[src/rtl/cpu_boot_pkg.sv]
// Shared types and constants for the CPU boot sequencer: FSM state encoding,
// instruction-memory word stride and default parameter values.
package cpu_boot_pkg;

   typedef enum logic [2:0] {
      IDLE,
      LOAD,
      RELEASE,
      RUN,
      HALT,
      ERR
   } boot_state_e;

   localparam int IMEM_STRIDE        = 4;
   localparam int DEF_IMEM_WORDS     = 64;
   localparam int DEF_HALT_WINDOW    = 2;
   localparam int DEF_TIMEOUT_CYCLES = 4096;
   localparam int DEF_CYC_W          = 32;

endpackage

[src/rtl/cpu_boot_ctrl_halt_detect.sv]
// Self-loop detector: counts consecutive cycles where the CPU PC repeats and
// flags when that count reaches HALT_WINDOW.
module cpu_halt_detect
   import cpu_boot_pkg::*;
#(
   parameter int HALT_WINDOW = DEF_HALT_WINDOW
) (
   input  logic        clk,
   input  logic        rst,
   input  logic        clear,
   input  logic        en,
   input  logic [31:0] pc,
   output logic        stable
);

   localparam int CNT_W = $clog2(HALT_WINDOW + 1);

   logic [31:0]      prevPc_q;
   logic             havePrev_q;
   logic [CNT_W-1:0] stableCnt_q;
   logic [CNT_W-1:0] stableCnt_d;
   logic             samePc;

   // The very first sample after a clear has nothing to compare against.
   assign samePc = havePrev_q && (pc == prevPc_q);

   always_comb begin
      stableCnt_d = stableCnt_q;
      if (en) begin
         if (!samePc) begin
            stableCnt_d = '0;
         end else if (stableCnt_q != CNT_W'(HALT_WINDOW)) begin
            stableCnt_d = stableCnt_q + 1'b1;
         end
      end
   end

   assign stable = en && samePc && (stableCnt_d == CNT_W'(HALT_WINDOW));

   always_ff @(posedge clk or negedge rst) begin
      if (!rst) begin
         prevPc_q    <= '0;
         havePrev_q  <= 1'b0;
         stableCnt_q <= '0;
      end else if (clear) begin
         havePrev_q  <= 1'b0;
         stableCnt_q <= '0;
      end else if (en) begin
         prevPc_q    <= pc;
         havePrev_q  <= 1'b1;
         stableCnt_q <= stableCnt_d;
      end
   end

endmodule

[src/rtl/cpu_boot_ctrl.sv]
// Boot sequencer: streams a program into instruction memory, releases the CPU,
// and watches for a PC self-loop. Optional CPU_BOOT_CHECKSUM_EN adds load_csum.
module cpu_boot_ctrl
   import cpu_boot_pkg::*;
#(
   parameter int IMEM_WORDS     = DEF_IMEM_WORDS,
   parameter int HALT_WINDOW    = DEF_HALT_WINDOW,
   parameter int TIMEOUT_CYCLES = DEF_TIMEOUT_CYCLES,
   parameter int CYC_W          = DEF_CYC_W
) (
   input  logic             clk,
   input  logic             rst,
   input  logic             load_start,
   input  logic             load_valid,
   output logic             load_ready,
   input  logic [31:0]      load_data,
   input  logic             load_last,
   output logic             imem_init,
   output logic [31:0]      imem_wr_addr,
   output logic [31:0]      imem_wr_data,
   output logic             cpu_rst,
   input  logic [31:0]      cpu_pc,
   output logic             busy,
   output logic             halted,
   output logic             error,
   output logic [CYC_W-1:0] run_cycles
`ifdef CPU_BOOT_CHECKSUM_EN
   ,
   output logic [31:0]      load_csum
`endif
);

   localparam int CNT_W = $clog2(IMEM_WORDS + 1);

   boot_state_e      state_q;
   boot_state_e      state_d;
   logic [CNT_W-1:0] wordCount_q;
   logic [31:0]      wrAddr_q;
   logic [31:0]      wrData_q;
   logic [CYC_W-1:0] runCycles_q;
   logic [CYC_W-1:0] runInc;
   logic             loadReady_q;
   logic             imemInit_q;
   logic             cpuRst_q;
   logic             busy_q;
   logic             halted_q;
   logic             error_q;
   logic             handshake;
   logic             overflow;
   logic             timedOut;
   logic             haltSeen;
   logic             enterLoad;

   assign handshake = load_valid && loadReady_q;
   assign overflow  = (wordCount_q == CNT_W'(IMEM_WORDS));
   assign runInc    = (&runCycles_q) ? runCycles_q : runCycles_q + 1'b1;
   assign timedOut  = (runInc == CYC_W'(TIMEOUT_CYCLES));
   assign enterLoad = (state_q != LOAD) && (state_d == LOAD);

   cpu_halt_detect #(
      .HALT_WINDOW(HALT_WINDOW)
   ) u_halt_detect (
      .clk   (clk),
      .rst   (rst),
      .clear (state_q == RELEASE),
      .en    (state_q == RUN),
      .pc    (cpu_pc),
      .stable(haltSeen)
   );

   // An overflowing word is never written, even if it also carries load_last.
   always_comb begin
      state_d = state_q;
      case (state_q)
         IDLE, HALT, ERR: if (load_start) state_d = LOAD;
         LOAD: begin
            if (handshake) begin
               if (overflow)       state_d = ERR;
               else if (load_last) state_d = RELEASE;
            end
         end
         RELEASE: state_d = RUN;
         RUN: begin
            if (haltSeen)      state_d = HALT;
            else if (timedOut) state_d = ERR;
         end
         default: state_d = IDLE;
      endcase
   end

   always_ff @(posedge clk or negedge rst) begin
      if (!rst) begin
         state_q     <= IDLE;
         wordCount_q <= '0;
         wrAddr_q    <= '0;
         wrData_q    <= '0;
         runCycles_q <= '0;
         loadReady_q <= 1'b0;
         imemInit_q  <= 1'b1;
         cpuRst_q    <= 1'b1;
         busy_q      <= 1'b0;
         halted_q    <= 1'b0;
         error_q     <= 1'b0;
      end else begin
         state_q     <= state_d;
         loadReady_q <= (state_d == LOAD);
         imemInit_q  <= state_d inside {IDLE, LOAD, RELEASE, ERR};
         cpuRst_q    <= state_d inside {IDLE, LOAD, RELEASE, ERR};
         busy_q      <= state_d inside {LOAD, RELEASE, RUN};
         halted_q    <= (state_d == HALT);
         error_q     <= (state_d == ERR);

         if (enterLoad) begin
            wordCount_q <= '0;
         end else if (handshake && !overflow) begin
            wrData_q    <= load_data;
            wrAddr_q    <= 32'(wordCount_q) * 32'(IMEM_STRIDE);
            wordCount_q <= wordCount_q + 1'b1;
         end

         if (state_q == RELEASE) begin
            runCycles_q <= '0;
         end else if (state_q == RUN) begin
            runCycles_q <= runInc;
         end
      end
   end

`ifdef CPU_BOOT_CHECKSUM_EN
   logic [31:0] csum_q;

   always_ff @(posedge clk or negedge rst) begin
      if (!rst) begin
         csum_q <= '0;
      end else if (enterLoad) begin
         csum_q <= '0;
      end else if (handshake) begin
         csum_q <= csum_q ^ load_data;
      end
   end

   assign load_csum = csum_q;
`endif

   assign load_ready   = loadReady_q;
   assign imem_init    = imemInit_q;
   assign imem_wr_addr = wrAddr_q;
   assign imem_wr_data = wrData_q;
   assign cpu_rst      = cpuRst_q;
   assign busy         = busy_q;
   assign halted       = halted_q;
   assign error        = error_q;
   assign run_cycles   = runCycles_q;

endmodule

[config.mk]
export PLATFORM = sky130hd
export DESIGN_NAME = cpu_boot_ctrl
export DESIGN_NICKNAME = d
export VERILOG_FILES = /design/src/rtl/cpu_boot_pkg.sv /design/src/rtl/cpu_boot_ctrl_halt_detect.sv /design/src/rtl/cpu_boot_ctrl.sv
export SDC_FILE = /design/constraint.sdc
export NUM_CORES = 1
export LEC_CHECK = 0
export BUFFER_PORTS_ARGS = -buffer_cell sky130_fd_sc_hd__clkbuf_2
export CORE_MARGIN = 3
export CORE_UTILIZATION = 48
export DETAILED_ROUTE_END_ITERATION = 10
export GPL_ROUTABILITY_DRIVEN = 0
export HOLD_SLACK_MARGIN = 0.15
export PLACE_DENSITY = 0.74
export SLEW_MARGIN = 20
export SYNTH_ARGS = -nofsm -noshare
export SYNTH_HDL_FRONTEND = slang
export SYNTH_SLANG_ARGS = --single-unit
[constraint.sdc]
create_clock -name clk -period 3.2 [get_ports clk]
set_input_delay 0.64 -clock clk [delete_from_list [all_inputs] [get_ports clk]]
set_output_delay 0.64 -clock clk [all_outputs]
set_load 0.02 [all_outputs]
======== Word-level counts from Yosys, hierarchy flattened ========
Cells that the tools add are included.
word-level totals
  output and inout port bits .............. 102
  register bits ........................... 121
  input port bits ......................... 69
operators by class
  reduce and logical (&&, ||, !) cells .... 17
  equal/unequal tests ..................... 16
  bitwise logic cells ..................... 2
  add/subtract/negate cells ............... 3
  mux-type cells .......................... 19
operators by type and width
  cell                     count
  $mux W32                 3
  $add A32 B1 Y32 const B  1
  $eq A32 B13 Y1 const B   1
  $eq A32 B32 Y1           1
  $reduce_and A32 Y1       1
  $mux W3                  6
  $mux W7                  2
  $eq A3 B2 Y1 const B     4
  $eq A3 B3 Y1 const B     4
  $pmux W3 S4              1
  $mux W2                  5
  $add A7 B1 Y7 const B    1
  $eq A7 B7 Y1 const B     1
  $eq A3 B1 Y1 const B     2
  $logic_and A1 B1 Y1      6
  $logic_not A3 Y1         2
  $reduce_and A2 Y1        2
  $reduce_bool A2 Y1       2
  $reduce_bool A4 Y1       1
  $ne A3 B1 Y1 const B     1
  $reduce_bool A3 Y1       1
  $reduce_or A3 Y1         1
  $add A2 B1 Y2 const B    1
  $eq A2 B2 Y1 const B     1
  4 further kinds          6

======== Logic depth before layout (Yosys ltp) ========
  depth after elaboration ................. 12
  depth in mapped cells ................... 12

======== Cells and area by module ========
From an unflattened synthesis, not the netlist that was laid out.
unflattened totals
  cells, all modules ...................... 650
  area, all modules ....................... 6,636.4 sq um
modules (own cells, without submodules)
  module           instances  seq. area each (sq um)  cells an instance  area an instance (sq um)
  cpu_boot_ctrl    1          2,153.3                 515                4,908.5
  cpu_halt_detect  1          875.8                   135                1,727.9

======== Least setup slack after synthesis ========
Ideal clock, no wire load.
  path type ............................... register to register
  start ................................... register runCycles_q[1] (netlist: run_cycles[1])
  end ..................................... register busy_q (netlist: busy)
  period minus slack after synthesis ...... 3,292 ps
  arrival time ............................ 3,172 ps
  buffers on the path ..................... 1
  library setup time ...................... 120 ps
  cell stages (with the launch flop) ...... 11
  setup slack ............................. -92 ps
  data required time ...................... 3,080 ps
  cell sequence ........................... dfrtp_1 ha_1 and4_1 clkbuf_1 nand2_1 nor4_1 xnor2_1 o21ai_0 or4b_4 or4_4 and3_1
on the way
  word-level cells in the longest chain between the ends .. 8
RTL lines
  element                                                line                  text
  start: declaration                                     cpu_boot_ctrl.sv:40   logic [CYC_W-1:0] runCycles_q;
  start signal: assignment                               cpu_boot_ctrl.sv:124  runCycles_q <= runInc;
  $add A32 B1 Y32 or $reduce_and A32 Y1 (tied branches)  cpu_boot_ctrl.sv:56   assign runInc = (&runCycles_q) ? runCycles_q : runCycles_q + 1'b1;
  $mux W32 *                                             cpu_boot_ctrl.sv:56
  $eq A32 B13 Y1 *                                       cpu_boot_ctrl.sv:57   assign timedOut = (runInc == CYC_W'(TIMEOUT_CYCLES));
  $mux W3 *                                              cpu_boot_ctrl.sv:85   else if (timedOut) state_d = ERR;
  $mux W3 *                                              cpu_boot_ctrl.sv:84   if (haltSeen) state_d = HALT;
  $pmux W3 S4 *                                          cpu_boot_ctrl.sv:74   case (state_q)
  $eq A3 B1 Y1 or $eq A3 B2 Y1 (tied branches)           cpu_boot_ctrl.sv:109  busy_q <= state_d inside {LOAD, RELEASE, RUN};
  $reduce_bool A3 Y1 *                                   cpu_boot_ctrl.sv:109
  end signal: assignment                                 cpu_boot_ctrl.sv:109
  end: declaration                                       cpu_boot_ctrl.sv:45   logic busy_q;
Every way passes the cells marked *; elsewhere a longest branch is shown, timed or not.
A chain may end at the register's enable or synchronous reset.

======== Worst setup path in the final report ========
  start ................................... register runCycles_q[30] (netlist: run_cycles[30])
  end ..................................... register busy_q (netlist: busy)
Same word-level chain as after synthesis.

==> reports/qor.csv <==
metric,value,unit
sequential group share of total power,35.2,%
via count of the first global-routing pass,5406,
global-route wire length before repair,26600,µm
half-perimeter wire length after detailed placement,12300,µm
Worst Max-Slew Pin Slew,0.660,ns
internal power,4.25,mW
sum of negative setup slack,0,ns
number of antenna violations at the first check in global routing,0,
wire length reported by the detailed router,16800,µm
power spent charging and discharging nets,2.45,mW
reported leakage power,3.95,nW
share of the synthesized area in the top cell type,45.2,%
largest cells by area after synthesis,"sky130_fd_sc_hd__dfrtp_1 (45%), sky130_fd_sc_hd__nand2_1 (8.6%), sky130_fd_sc_hd__mux2_2 (6.6%), sky130_fd_sc_hd__o21ai_0 (4.1%), sky130_fd_sc_hd__xnor2_1 (3.6%)",
sw frac,36.5,%
worst hold path class,input pin to async pin,
fin crit share,97.8,%
design area,8320,µm²
die area,15300,µm²
Critical Path AT,3.42,ns
post-synthesis average cell area,9.21,µm²
type of origin of the critical path,register,
layer with the highest usage after global routing,met2,
peak clock frequency supported by timing,0.320,GHz
relative contribution of combinational cells to total power,36.0,%
"EDFF count, synth",0,
Root Buffer Master,sky130_fd_sc_hd__clkbuf_16,
number of buffers inserted during clock tree synthesis,17,
Crit Path Class,register to register,
signed area change from the synthesized netlist to the final layout,25.1,%
count of routing violations after the opening detailed-route iteration,508,
Worst VDD drop,0.000513,V
Worst-path clk slew,0.05,ns
DR pass1 iterations,5,
max-slew violation count,0,
RSZ-0062 raised after global routing,false,
initial core utilization,49.6,%
status,"finished, final reports clean",
power density normalized to cell area,806,nW/µm²
headroom to the max-slew limit,56.0,%
port buffer count,145,
Setup-failing EPs final,0,
number of hold-repair buffers added at the cts stage,0,
DRC violations left,0,
fill cell instance count of the final layout,1157,
GRT Resource Usage Total,22.1,%
die extent in y,124,µm
CTS HTree Levels,4,
Synth area leader,sky130_fd_sc_hd__dfrtp_1,
kind of end point of the critical path,register,
source-to-sink clock delay at the later pin of the worst-skew pair,0.41,ns
"Hold Violations, Final",0,
met3 Usage GRT,5.18,%
reported max-cap violation count,0,
met1 track demand over resource,30.2,%
"top cells by count, synth","sky130_fd_sc_hd__nand2_1 (152), sky130_fd_sc_hd__dfrtp_1 (120), sky130_fd_sc_hd__o21ai_0 (54), sky130_fd_sc_hd__mux2_2 (39), sky130_fd_sc_hd__nor2_1 (34)",
"Async S/R FF share, synth",100,%
Clock Skews,0.00539,ns
synthesized instance count,722,
Max Root-Sink Buffers,2,
pin count of the biggest net entering global routing,60,
DR WL/cell,15.6,µm
dominant register cell in the synthesized netlist,sky130_fd_sc_hd__dfrtp_1,
netlist area before placement,6650,µm²
data required time at the worst endpoint,3.49,ns
area after detailed placement,7660,µm²
number of warnings issued by yosys,0,
number of vias in the routed layout,5881,
minimum clock period after layout,3.13,ns
via count normalized by instance count,5.46,
Unique masters post-synth,65,
count of antenna diodes in the layout,0,
fraction of power consumed by the clock network,28.7,%
highest fanout seen on the critical path,8,
sequential area share after synthesis,45.6,%
Die Width,124,µm
top-level port count,171,
total congestion overflow,0,
worst slack on hold paths,0.267,ns
#FFs+latches synth,121,
CTS tree,built,
nets,963,
layout cells sized above 1,32.4,%
CTS sink count,121,
global routing usage on met2,34.0,%
number of placement rows,42,
post-route ant nets,0,
placeable core area,13400,µm²
top-count cell post-synth,sky130_fd_sc_hd__nand2_1,
## cell families after synthesis
logic type,Yosys count,synth area share [%]
buffers and inverters,89,7.27
flip-flops,121,45.6
XOR/XNOR,43,5.67
multiplexers,44,7.36
other,1,0.0564
AO/OA/AOI/OAI,122,11.5
adder cells (fa/ha/maj),4,0.753
AND/OR/NAND/NOR,298,21.8
## layout make-up
cell class / count / area (µm²) / area share [%]
multi-input combinational: 536 / 3270 / 39.4
timing repair buffer: 195 / 1120 / 13.4
tap: 176 / 220 / 2.65
sequential: 121 / 3030 / 36.5
clock buffer: 20 / 457 / 5.49
clock inverter: 11 / 146 / 1.76
inverter: 19 / 71.3 / 0.858
## layer usage
| layer | up-vias | share of wire [%] |
|---|---|---|
| li1 | 2822 | - |
| met1 | 2753 | 44 |
| met2 | 257 | 45 |
| met3 | 49 | 8.5 |
| met4 | 0 | 2.7 |
| met5 | - | 0 |
## final timing paths
| kind | start | to | slack [ns] | cells after the start |
|---|---|---|---|---|
| setup / recovery | run_cycles[30] | busy | 0.07 | 8 |
| hold / removal | rst | imem_wr_data[13] | 0.27 | 1 |
| setup reg to reg | run_cycles[30] | busy | 0.07 | 8 |
| hold reg to reg | u_halt_detect.havePrev_q | u_halt_detect.havePrev_q | 0.48 | 2 |
| max in group asynchronous | rst | cpu_rst | 2.21 | 2 |
| min in group clk | cpu_pc[11] | u_halt_detect.prevPc_q[11] | 0.45 | 3 |
## power by group through the flow
| stage | Sequential (mW) | Clock, mW | Combinational, mW |
|---|---|---|---|
| 6_report | 2.36 | 1.93 | 2.42 |
| 5_1_grt | 2.44 | 2.04 | 2.67 |
| 4_1_cts | 2.36 | 1.97 | 2.42 |
| 3_5_place_dp | 2.38 | 0 | 2.42 |
| 3_3_place_gp | 2.36 | 0 | 2.38 |
| 2_1_floorplan | 2.68 | 0 | 1.33 |
## state kept, by name, indices dropped and copies added (netlist names)
name and count:
imem_wr_data 32, run_cycles 32, cpu_rst 1, state_q 3, load_ready 1, imem_wr_addr 7
halted 1, wordCount_q 7, u_halt_detect.prevPc_q 32, u_halt_detect.havePrev_q 1, busy 1, error 1
u_halt_detect.stableCnt_q 2
## timing repair
| action | 4_1_cts | 5_1_grt |
|---|---|---|
| buffers inserted | 0 | 1 |
| endpoints found under the setup margin | 0 | 5 |
| resized for setup | 0 | 11 |
## layout by cell type, fill, tap and decap left out, types with 3 or more instances in the layout
master and instances:
sky130_fd_sc_hd__nand2_1 151, sky130_fd_sc_hd__clkbuf_2 144, sky130_fd_sc_hd__dfrtp_1 118, sky130_fd_sc_hd__o21ai_0 54
sky130_fd_sc_hd__buf_4 50, sky130_fd_sc_hd__mux2_2 39, sky130_fd_sc_hd__nor2_1 34, sky130_fd_sc_hd__xnor2_1 27
sky130_fd_sc_hd__conb_1 25, sky130_fd_sc_hd__nand4_1 22, sky130_fd_sc_hd__a21oi_1 21, sky130_fd_sc_hd__inv_1 19
sky130_fd_sc_hd__clkbuf_16 17, sky130_fd_sc_hd__xor2_1 16, sky130_fd_sc_hd__and3_1 15, sky130_fd_sc_hd__nand3_1 14
sky130_fd_sc_hd__nor3_1 11, sky130_fd_sc_hd__nor4_1 8, sky130_fd_sc_hd__a31oi_1 8, sky130_fd_sc_hd__o31ai_1 6
sky130_fd_sc_hd__or3_1 5, sky130_fd_sc_hd__mux2i_1 5, sky130_fd_sc_hd__a22o_1 5, sky130_fd_sc_hd__nor2b_1 4
sky130_fd_sc_hd__ha_1 4, sky130_fd_sc_hd__or4_1 3, sky130_fd_sc_hd__nor3b_1 3, sky130_fd_sc_hd__and4_2 3
sky130_fd_sc_hd__and4_1 3, sky130_fd_sc_hd__bufinv_16 3, sky130_fd_sc_hd__clkinv_2 3
## stage by stage
| step | utilization [%] | cells | worst slack (ns) | power (mW) |
|---|---|---|---|---|
| final | 62.1 | 1078 | 0.0712 | 6.70 |
| after detailed placement | 57.2 | 1046 | 0.0872 | 4.80 |
| after CTS | 61.7 | 1077 | 0.0737 | 6.76 |
| after global placement | 57.2 | 1046 | 0.131 | 4.73 |
| after global routing | 62.1 | 1078 | 0.0236 | 7.15 |
| after floorplan | - | 746 | 0.00229 | 4.02 |
## critical path: stages (launching register included)
cell and delay, ns:
sky130_fd_sc_hd__dfrtp_1 0.45, sky130_fd_sc_hd__nand4_1 0.21, sky130_fd_sc_hd__and4bb_2 0.53, sky130_fd_sc_hd__a32oi_1 0.14
sky130_fd_sc_hd__o32ai_1 0.31, sky130_fd_sc_hd__nand4_1 0.14, sky130_fd_sc_hd__or4b_4 0.52, sky130_fd_sc_hd__or4_4 0.52
sky130_fd_sc_hd__and3_1 0.19
Note: power is estimated with default switching activity, not from simulation.
